`src/rtl/noc_pkg.sv`:
```
// Shared types and flit layout for the NoC test-tile traffic generators.
// Flit builders keep the head and body/tail field placement in one place.
package noc_pkg;

    typedef enum logic [1:0] {
        FT_BODY = 2'b00,
        FT_HEAD = 2'b01,
        FT_TAIL = 2'b10
    } flit_type_e;

    typedef enum logic [1:0] {
        TG_IDLE,
        TG_HEAD,
        TG_BODY,
        TG_TAIL
    } tg_state_e;

    localparam int ADDR_W = 4;
    localparam int SEQ_W  = 8;
    localparam int IDX_W  = 8;

    localparam int TYPE_LSB    = 30;
    localparam int HD_DEST_LSB = 26;
    localparam int HD_SRC_LSB  = 22;
    localparam int HD_SEQ_LSB  = 14;
    localparam int BD_SRC_LSB  = 26;
    localparam int BD_SEQ_LSB  = 18;
    localparam int BD_IDX_LSB  = 10;

    localparam logic [15:0] LFSR_SEED = 16'hACE1;
    // Taps 16,14,13,11 as bit positions 15,13,12,10
    localparam logic [15:0] LFSR_TAPS = 16'hB400;

    function automatic logic [31:0] head_flit(
        input logic [ADDR_W-1:0] dest,
        input logic [ADDR_W-1:0] src,
        input logic [SEQ_W-1:0]  seq
    );
        logic [31:0] f;
        f = '0;
        f[TYPE_LSB +: 2]         = FT_HEAD;
        f[HD_DEST_LSB +: ADDR_W] = dest;
        f[HD_SRC_LSB +: ADDR_W]  = src;
        f[HD_SEQ_LSB +: SEQ_W]   = seq;
        return f;
    endfunction

    function automatic logic [31:0] body_flit(
        input flit_type_e        t,
        input logic [ADDR_W-1:0] src,
        input logic [SEQ_W-1:0]  seq,
        input logic [IDX_W-1:0]  idx
    );
        logic [31:0] f;
        f = '0;
        f[TYPE_LSB +: 2]        = t;
        f[BD_SRC_LSB +: ADDR_W] = src;
        f[BD_SEQ_LSB +: SEQ_W]  = seq;
        f[BD_IDX_LSB +: IDX_W]  = idx;
        return f;
    endfunction

endpackage

```
`src/rtl/noc_lfsr16.sv`:
```
// 16-bit Fibonacci LFSR, shift left with feedback into bit 0.
// Advances only when step is high; shared by the tile generators.
module noc_lfsr16
    import noc_pkg::*;
(
    input  logic        clk,
    input  logic        rst,
    input  logic        step,
    output logic [15:0] q
);

    logic [15:0] q_q, q_d;

    always_comb begin
        q_d = q_q;
        if (step) begin
            q_d = {q_q[14:0], ^(q_q & LFSR_TAPS)};
        end
    end

    always_ff @(posedge clk) begin
        if (rst) begin
            q_q <= LFSR_SEED;
        end else begin
            q_q <= q_d;
        end
    end

    assign q = q_q;

endmodule

```
`src/rtl/noc_traffic_gen.sv`:
```
// Synthetic wormhole packet injector for the NoC test tile.
// Define NOC_TG_CREDIT_EN for credit-based flow control instead of ready.
module noc_traffic_gen
    import noc_pkg::*;
#(
    parameter int FLIT_W    = 32,
    parameter int DEST_W    = 4,
    parameter int NODE_ID   = 0,
    parameter int NUM_NODES = 16,
    parameter int PKT_LEN   = 4,
    parameter int INJ_GAP   = 8
`ifdef NOC_TG_CREDIT_EN
    ,
    parameter int CREDITS   = 4
`endif
) (
    input  logic              clk,
    input  logic              rst,
    input  logic              en,
    input  logic              i_flit_ready,
`ifdef NOC_TG_CREDIT_EN
    input  logic              i_credit,
`endif
    output logic              o_flit_valid,
    output logic [FLIT_W-1:0] o_flit,
    output logic [15:0]       o_pkt_cnt,
    output logic              o_busy
);

    if (FLIT_W != 32 || DEST_W > ADDR_W || DEST_W < 1) begin : g_bad_w
        $error("noc_traffic_gen: FLIT_W must be 32, DEST_W 1..4");
    end
    if (PKT_LEN < 2) begin : g_bad_len
        $error("noc_traffic_gen: PKT_LEN must be >= 2");
    end
    if (NUM_NODES < 2 || NUM_NODES > (1 << DEST_W)) begin : g_bad_nodes
        $error("noc_traffic_gen: NUM_NODES out of range");
    end

    localparam logic [15:0]      GAP_LAST  = 16'(INJ_GAP);
    localparam logic [IDX_W-1:0] IDX_LASTB = IDX_W'(PKT_LEN - 2);
    localparam logic [ADDR_W-1:0] SRC      = ADDR_W'(NODE_ID);
    localparam tg_state_e        AFTER_HD  = (PKT_LEN > 2) ? TG_BODY : TG_TAIL;
    localparam bit               B2B       = (INJ_GAP == 0);

    tg_state_e          state_q, state_d;
    logic [15:0]        gap_q, gap_d;
    logic [SEQ_W-1:0]   seq_q, seq_d;
    logic [IDX_W-1:0]   idx_q, idx_d;
    logic [DEST_W-1:0]  dest_q, dest_d;
    logic [15:0]        cnt_q, cnt_d;
    logic [15:0]        lfsr_q;
    logic [DEST_W-1:0]  dest_pick;
    logic               step;
    logic               xfer;
    int                 dest_int;

    noc_lfsr16 u_lfsr (
        .clk  (clk),
        .rst  (rst),
        .step (step),
        .q    (lfsr_q)
    );

    logic unused_lfsr;
    assign unused_lfsr = ^lfsr_q;

    // Destination comes from the LFSR value being stepped out on head entry
    always_comb begin
        dest_int = int'(32'(lfsr_q[DEST_W-1:0])) % NUM_NODES;
        if (dest_int == NODE_ID) begin
            dest_int = (dest_int + 1) % NUM_NODES;
        end
        dest_pick = DEST_W'(dest_int);
    end

`ifdef NOC_TG_CREDIT_EN
    localparam int            CW   = $clog2(CREDITS + 1);
    localparam logic [CW-1:0] CMAX = CW'(CREDITS);

    logic [CW-1:0] cred_q, cred_d;
    logic          unused_ready;

    assign unused_ready = i_flit_ready;
    assign xfer         = o_flit_valid && (cred_q != '0);

    always_comb begin
        cred_d = cred_q;
        if (xfer && !i_credit) begin
            cred_d = cred_q - 1'b1;
        end else if (!xfer && i_credit && cred_q != CMAX) begin
            cred_d = cred_q + 1'b1;
        end
    end

    always_ff @(posedge clk) begin
        if (rst) begin
            cred_q <= CMAX;
        end else begin
            cred_q <= cred_d;
        end
    end
`else
    assign xfer = o_flit_valid && i_flit_ready;
`endif

    always_comb begin
        state_d = state_q;
        gap_d   = gap_q;
        seq_d   = seq_q;
        idx_d   = idx_q;
        dest_d  = dest_q;
        cnt_d   = cnt_q;
        step    = 1'b0;
        unique case (state_q)
            TG_IDLE: begin
                if (en) begin
                    if (gap_q == GAP_LAST) begin
                        state_d = TG_HEAD;
                        step    = 1'b1;
                        dest_d  = dest_pick;
                        idx_d   = IDX_W'(1);
                    end else begin
                        gap_d = gap_q + 16'd1;
                    end
                end
            end
            TG_HEAD: begin
                if (xfer) begin
                    state_d = AFTER_HD;
                end
            end
            TG_BODY: begin
                if (xfer) begin
                    idx_d = idx_q + IDX_W'(1);
                    if (idx_q == IDX_LASTB) begin
                        state_d = TG_TAIL;
                    end
                end
            end
            TG_TAIL: begin
                if (xfer) begin
                    cnt_d = (cnt_q == 16'hFFFF) ? cnt_q : cnt_q + 16'd1;
                    seq_d = seq_q + SEQ_W'(1);
                    if (B2B && en) begin
                        state_d = TG_HEAD;
                        step    = 1'b1;
                        dest_d  = dest_pick;
                        idx_d   = IDX_W'(1);
                    end else begin
                        state_d = TG_IDLE;
                        gap_d   = '0;
                    end
                end
            end
            default: state_d = TG_IDLE;
        endcase
    end

    always_ff @(posedge clk) begin
        if (rst) begin
            state_q <= TG_IDLE;
            gap_q   <= '0;
            seq_q   <= '0;
            idx_q   <= '0;
            dest_q  <= '0;
            cnt_q   <= '0;
        end else begin
            state_q <= state_d;
            gap_q   <= gap_d;
            seq_q   <= seq_d;
            idx_q   <= idx_d;
            dest_q  <= dest_d;
            cnt_q   <= cnt_d;
        end
    end

    always_comb begin
        o_flit = '0;
        unique case (state_q)
            TG_HEAD: o_flit = head_flit(ADDR_W'(dest_q), SRC, seq_q);
            TG_BODY: o_flit = body_flit(FT_BODY, SRC, seq_q, idx_q);
            TG_TAIL: o_flit = body_flit(FT_TAIL, SRC, seq_q, idx_q);
            default: o_flit = '0;
        endcase
    end

    assign o_flit_valid = (state_q != TG_IDLE);
    assign o_busy       = (state_q != TG_IDLE);
    assign o_pkt_cnt    = cnt_q;

endmodule

```
`config.mk`:
```
export PLATFORM = sky130hd
export DESIGN_NAME = noc_traffic_gen
export DESIGN_NICKNAME = d
export VERILOG_FILES = /design/src/rtl/noc_pkg.sv /design/src/rtl/noc_lfsr16.sv /design/src/rtl/noc_traffic_gen.sv
export SDC_FILE = /design/constraint.sdc
export NUM_CORES = 1
export LEC_CHECK = 0
export BUFFER_PORTS_ARGS = -buffer_cell sky130_fd_sc_hd__buf_4
export CAP_MARGIN = 20
export CORE_MARGIN = 2
export CORE_UTILIZATION = 40
export CTS_CLUSTER_SIZE = 14
export DETAILED_ROUTE_END_ITERATION = 10
export PLACE_DENSITY = 0.66
export SLEW_MARGIN = 25
export SYNTH_ARGS = -nofsm -noshare
export SYNTH_HDL_FRONTEND = slang
export SYNTH_SLANG_ARGS = --single-unit
```
`constraint.sdc`:
```
create_clock -name clk -period 2.06 [get_ports clk]
set_input_delay 0.412 -clock clk [delete_from_list [all_inputs] [get_ports clk]]
set_output_delay 0.412 -clock clk [all_outputs]
set_load 0.05 [all_outputs]
```
# == Word-level counts from Yosys, hierarchy flattened ==
# Index checks and enable logic that the tools add are counted.
# totals
out_inout_bits,50
register_bits,70
inputBits,4
wordCells,59
# op_classes
n_bitwise,1
n_addsub,5
n_eq_ne,13
reduce_logical,13
mux,20
# op_table
operator,count
32-bit one-hot mux with 3 select lines,1
16-bit two-way mux,3
16-bit by 1-bit adder with 16-bit output (second input constant),2
32-bit logical NOT,1
16-bit one-hot mux with 2 select lines,1
8-bit two-way mux,3
8-bit by 1-bit adder with 8-bit output (second input constant),2
16-bit == test (second input constant),1
16-bit by 4-bit == test with 1-bit output (second input constant),1
8-bit one-hot mux with 2 select lines,1
16-bit parity,1
2-bit != test (second input constant),7
2-bit two-way mux,6
8-bit by 2-bit == test with 1-bit output (second input constant),1
2-bit one-hot mux with 4 select lines,1
4-bit AND reduction,2
3-bit AND reduction,2
6-bit AND reduction,1
2-bit nonzero test,3
4-bit by 1-bit adder with 4-bit output (second input constant),1
2-bit == test (second input constant),2
4-bit two-way mux,1
1-bit two-way mux,3
2-bit by 1-bit == test with 1-bit output (second input constant),1
other kinds (4),4

# == Depth between registers and ports, before layout ==
# Gate-level depths: netlist of the first run.
# logic_depth
word_depth,4
depth_mapped,9
mapped_depth_nobuf,7

# == Cells and area by module ==
# From an unflattened synthesis of the first run, not the netlist that was laid out.
# hier_totals
hier_cells,472
area_unflattened_um2,4051.4
# by_module_without_submodules
module,n_inst,seq_area_each_um2,cells_per_inst,area_per_inst_um2
noc_traffic_gen,1,1081.0,417,3432.0
noc_lfsr16,1,320.3,55,619.3

# == Worst setup path after synthesis of the first run ==
# No wires, ideal clock.
# synth_path
path_type,flip-flop to output port
startpoint,register state_q[0]
endpoint,output o_flit[10]
required_ns,1.648
path_buffers,0
stages_incl_launch_ff,4
t_arrival_ns,2.142
slack_ns,-0.494
path_cell_list,dfxtp_1 > ha_1 > nor2_1 > nor3_1
# synth_between
elab_chain_len,2
elab_cells_between_ends,4
classes_between,3 x eq/ne; 1 x mux
# synth_rtl
element,line_no,source
"start, declared",noc_traffic_gen.sv:46,"tg_state_e state_q, state_d;"
"start signal, assigned",noc_traffic_gen.sv:169,state_q <= state_d;
2-bit == test / 2-bit by 1-bit == test with 1-bit output (equally long branches),noc_traffic_gen.sv:180,unique case (state_q)
32-bit one-hot mux with 3 select lines (*),noc_traffic_gen.sv:180,
"end, declared",noc_traffic_gen.sv:25,"output logic [FLIT_W-1:0] o_flit,"
# Every way passes the cells marked *; elsewhere a longest branch is shown, timed or not.

# == Worst setup path in the final report of the first run ==
# layout_path
startpoint,register state_q[0]
endpoint,output o_flit[15]
# Same word-level chain as after synthesis.

==> run metrics, run 1 <==
status=complete, but fails checks; failing checks=setup timing; total CTS buffers=9; reg-to-reg endpoint=gap_q[13]; pwr/cell area=roughly 590 nW/um^2; data arrival time of the critical path=1680 ps; Area growth syn-to-layout=30.0%; clk buf depth=2; largest net degree at the start of global routing=37; WL/cell=about 14 um; RSZ-0062 raised after global routing=true; fraction of registers with async set/reset=0; max-slew violations=0; drt pass-1 iters=4; Tcrit/Tclk final=1.01; core box area=between 9000 and 10,000 um^2; Max rail drop VDD=0.369 mV; routed via count=between 3k and 4k; Placer Congestion=between 0.8 and 0.9; Vias/cell=5.47; Remaining Overflow, GRT=0; Overall Global Routing Usage=0.172; Synth Flop Type=dfxtp_1; setup TNS=-189 ps; DIE HEIGHT=about 100 um; P_leak=around 2.0 nW; first-pass GRT wire length=between 10,000 and 15,000 um; io pins=54; non-filler cells, final=614; DRC errors left=0; Initial Util=0.408; worst setup path category=reg2out; FMAX=479 MHz; count of different cell masters after synthesis=53; r2r worst-path depth=8; sequential area share after synthesis=0.377; DP Wirelength=slightly below 6000 um; r2r setup slk=approximately 80 ps; worst r2r src=state_q[0]; DIE WIDTH=100 um; H-Tree Depth=3; clock tree from TritonCTS=built; most frequent cells in the layout=dfxtp_1, nand2_1, buf_4, nor2_1, a21oi_1; yosys warns=0; critical path fanouts, max=8; final instance area=just under 5000 um^2; cell count after synthesis=between 400 and 500; CP endpoint=o_flit[15]; final hold vios=0; ant diodes=0; final setup fails=9; filler cell count=around 840; register area=~1400 um^2; worst setup margin=-28.6 ps; Total Wirelength=between 8000 and 9000 um; antenna viol nets, final=0; Clock transition at path regs=70 ps; vias in the first global route=~3.0k; Port-buffer cells=43; Tmin final=2090 ps; clock sinks=70; layout cells sized above 1=0.258; CTS Hold Buffers Added=0; clock tree root driver cell=clkbuf_8; hold path cells=2; multi-input combinational cell area=2300 um^2; drt initial violations=~150; Hold Path Class=reg2reg; commonest non-fill, non-tap cell in the layout=dfxtp_1; crit path from=state_q[0]; DIE AREA=about 10,000 um^2; WP data required=~1700 ps; Placed Instances=591; clk_skew=slightly below 10 ps; average cell area after synthesis=8.38 um^2; row count=35; nets=515; Post-synth EDFFs=0; maxcap violations=0; crit end category=output port; crit path launch type=register; synthesized area=around 3700 um^2; initial antenna violation count=0; Worst-Skew Late Latency=about 340 ps; Placed Area=4200 um^2; Yosys reg bits=70
## cells in the mapped netlist (5+ instances only)
master,instances,area share
and2_1,13,0.022
a22o_1,8,0.019
nor3_1,13,0.018
clkbuf_1,17,0.017
a21oi_1,24,0.032
and4_1,6,0.014
nand2_1,52,0.053
dfxtp_1,70,0.38
xnor2_1,5,0.012
nand4_1,16,0.027
nand3b_1,5,0.010
o211a_1,7,0.019
inv_1,12,0.012
ha_1,13,0.044
nor2b_1,5,0.0084
nand2b_1,6,0.010
buf_2,5,0.0067
buf_4,13,0.026
o21ai_0,6,0.0081
nor2_1,44,0.044
a311oi_1,13,0.031
nand3_1,15,0.020
and3_1,8,0.013
xor2_1,18,0.042
## per-layer routing
| layer | share of wire | GRT usage | up-vias | wire [um] |
|---|---|---|---|---|
| met2 | 0.47 | 0.278 | 61 | 4070 |
| met5 | 0 | 0 | - | 0 |
| met4 | 0.014 | 0.0611 | 0 | 123 |
| li1 | - | - | 1686 | - |
| met1 | 0.48 | 0.229 | 1603 | 4090 |
| met3 | 0.036 | 0.0362 | 9 | 310 |
## final cells by class
type	count	area share
clock buffers	11	0.0293
clock inverters	5	0.0220
inverters	12	0.00985
multi-input cells	334	0.476
flip-flops and latches	70	0.292
well taps	111	0.0288
repair buffers	71	0.142
## timing repair
item	4_1_cts	5_1_grt
gates resized for setup	50	19
endpoints found under the setup margin	15	56
cloned	1	0
pin swaps	7	2
buffers inserted	5	1
## critical path, stage by stage, from the launching register on
cell     delay, ps
dfxtp_4        360
buf_6          130
ha_4           170
nor2_4         110
nor2_4          70
buf_6          140
a22o_4         220
buf_8          150
## through the flow
stage               worst slack, ps  utilization  total power (W)  hold WS [ps]
finish                        -28.6        0.530          0.00284           449
global route                  -72.4        0.530          0.00295           457
CTS                           -25.5        0.519          0.00287           422
detailed placement            -43.1        0.461          0.00150           441
global placement               28.0        0.461          0.00150           433
floorplan                     -86.3            -          0.00149           427
## power by group
| group | switching (W) | internal (W) | total (W) |
|---|---|---|---|
| Combinational | 0.0000894 | 0.0000255 | 0.000115 |
| Clock | 0.000532 | 0.000841 | 0.00137 |
| Sequential | 0.00000197 | 0.00135 | 0.00136 |
| Total | 0.000623 | 0.00222 | 0.00284 |
## how the worst min path moves through the flow
stage	from	endpoint	slack, ps
after floorplan	dest_q[0]	dest_q[0]	430
after global placement	dest_q[3]	dest_q[3]	430
after detailed placement	dest_q[3]	dest_q[3]	440
after CTS	i_flit_ready	state_q[0]	420
after global routing	rst	o_pkt_cnt[15]	460
final	dest_q[3]	dest_q[3]	450
## flip-flops by register name, summed over array words and instances, names as in the netlist
| name | flops |
|---|---|
| u_lfsr.q | 16 |
| idx_q | 8 |
| seq_q | 8 |
| o_pkt_cnt | 16 |
| state_q | 2 |
| dest_q | 4 |
| gap_q | 16 |
## cell families (layout without fill, tap and decap cells)
family | Yosys count | in the layout | synth area share
DFF | 70 | 70 | 0.377
xor gates and xnor gates | 23 | 23 | 0.0543
and+or+nand+nor | 199 | 199 | 0.280
AOI/OAI and AO/OA | 85 | 85 | 0.169
adders and majority gates | 13 | 13 | 0.0438
other | 1 | 10 | 0.00101
muxes | 4 | 4 | 0.0111
buffers and inverters | 48 | 99 | 0.0637
No activity file was read; power rests on OpenSTA's default activity.
==> run 2, diff against run 1 <==
--- a/config.mk
+++ b/config.mk
@@ -7,7 +7,7 @@
 export LEC_CHECK = 0
 export BUFFER_PORTS_ARGS = -buffer_cell sky130_fd_sc_hd__buf_4
 export CAP_MARGIN = 20
-export CORE_MARGIN = 2
+export CORE_MARGIN = 3
 export CORE_UTILIZATION = 40
 export CTS_CLUSTER_SIZE = 14
 export DETAILED_ROUTE_END_ITERATION = 10
==> run metrics, run 2 (synthesized netlist as in run 1, its figures left out) <==
initial antenna violation count=0 (unchanged); clock tree from TritonCTS=built; non-filler cells, final=621 (+1.1%); crit end category=output port; layout cells sized above 1=0.271 (+0.0125); RSZ-0062 raised after global routing=true; Area growth syn-to-layout=31.4%; Worst-Skew Late Latency=340 ps (about the same); crit path launch type=register; row count=34 (-2.9%); Remaining Overflow, GRT=0 (unchanged); Clock transition at path regs=70 ps (about the same); WP data required=1650 ps (about the same); io pins=54 (unchanged); DP Wirelength=6140 um (+5.1%); GR met3 Demand/Resource=0.0341 (-0.00208); max-slew violations=0 (unchanged); Tmin final=2050 ps (-35.1 ps); data arrival time of the critical path=1640 ps (-40 ps); H-Tree Depth=3 (unchanged); DIE AREA=10,500 um^2 (+4.0%); maxcap violations=0 (unchanged); Hold Path Class=in2reg; Total Wirelength=9090 um (+5.7%); Final Total Pwr=0.00258 W (-9.2%); drt initial violations=243 (+65%); total CTS buffers=9 (unchanged); met1 Use GR=0.237 (+0.00864); clk_skew=9.14 ps (-0.483 ps); drt pass-1 iters=4 (unchanged); busiest grt layer=met2; Placer Congestion=0.845 (+1.7%); critical path fanouts, max=8 (unchanged); commonest non-fill, non-tap cell in the layout=dfxtp_1; Tcrit/Tclk final=0.997 (-0.0171); GR Util met2=0.284 (+0.00661); clock tree root driver cell=clkbuf_8; Overall Global Routing Usage=0.176 (+0.00339); P_leak=2.02 nW (+2.8%); status=finished clean; DIE WIDTH=102 um (+2.0%); FMAX=487 MHz (+1.7%); antenna viol nets, final=0 (unchanged); worst setup margin=6.57 ps (+35.1 ps); WL/cell=14.6 um (+4.5%); pwr/cell area=529 nW/um^2 (-10%); first-pass GRT wire length=14,800 um (+4.7%); Port-buffer cells=43 (unchanged); largest net degree at the start of global routing=31 (-16%); core box area=8850 um^2 (-2.9%); final setup fails=0 (-9); DIE HEIGHT=102 um (+2.0%); nets=525 (+1.9%); pre-CTS WS=-63.5 ps (-20.4 ps); vias in the first global route=3,053 (+2.1%); DRC errors left=0 (unchanged); routed via count=3,393 (+1.0%); ant diodes=0 (unchanged); final hold vios=0 (unchanged); Initial Util=0.420 (+0.0120); clock sinks=70 (unchanged); most frequent cells in the layout=dfxtp_1, buf_4, nand2_1, nor2_1, a21oi_1; Hold Worst Slack=441 ps (-7.44 ps); Vias/cell=5.46 (-0.13%); worst setup path category=reg2out; clk buf depth=2 (unchanged); Max rail drop VDD=0.327 mV (-11%); Placed Instances=594 (+0.51%)
run 2: changes by cell type in the layout (fill, tap and decap cells not counted), sizes merged:
cell	change
buf	+9
bufinv	-2
clkinvlp	+2
clkdlybuf4s15	+1
clkinv	+1
inv	-1
run 2: path summary, 6_finish.rpt:
kind	slack, ps	endpoint	depth (start not counted)	start
worst min-delay path	440	state_q[0]	3	i_flit_ready
worst max register to register	100	gap_q[0]	9	state_q[1]
worst min register to register	450	dest_q[3]	2	dest_q[3]
worst max-delay path	7	o_flit[13]	7	state_q[1]
run 2: worst max-delay path: stages, from the launching register on:
cell	delay, ps
dfxtp_4	410
inv_6	50
ha_4	170
buf_6	120
nor2_4	100
buf_6	150
and2_4	150
buf_8	140
run 2: per-stage QoR:
step           instance area, um^2  setup TNS [ps]   util
3_3_place_gp                  4260               0  0.481
3_5_place_dp                  4260            -478  0.481
2_1_floorplan                 3770            -851      -
5_1_grt                       4880            -792  0.551
6_report                      4880               0  0.551
4_1_cts                       4820            -217  0.545
run 2: metal layers:
metal | vias up | routed length, um
li1 | 1700 | -
met1 | 1619 | 4300
met2 | 67 | 4420
met3 | 7 | 307
met4 | 0 | 60
met5 | - | 0
run 2: layout make-up:
type | count | area [um^2]
clock inverter | 5 | 58.8
sequential | 70 | 1410
multi-input combinational | 334 | 2300
timing repair buffer | 81 | 781
clock buffer | 11 | 141
tap | 108 | 135
inverter | 12 | 56.3
fill | 772 | 3970
run 2: power breakdown:
group,internal [W],switching [W]
clock network,0.000592,0.000513
registers,0.00135,0.00000194
logic,0.0000290,0.0000933
total,0.00197,0.000609
run 2: timing repair:
item | in CTS | in global routing
setup endpoints to repair | 16 | 28
hold buffers | 0 | 0
gates cloned | 1 | 1
pin swaps | 12 | 1
buffers inserted | 7 | 2
resized for setup | 71 | 9
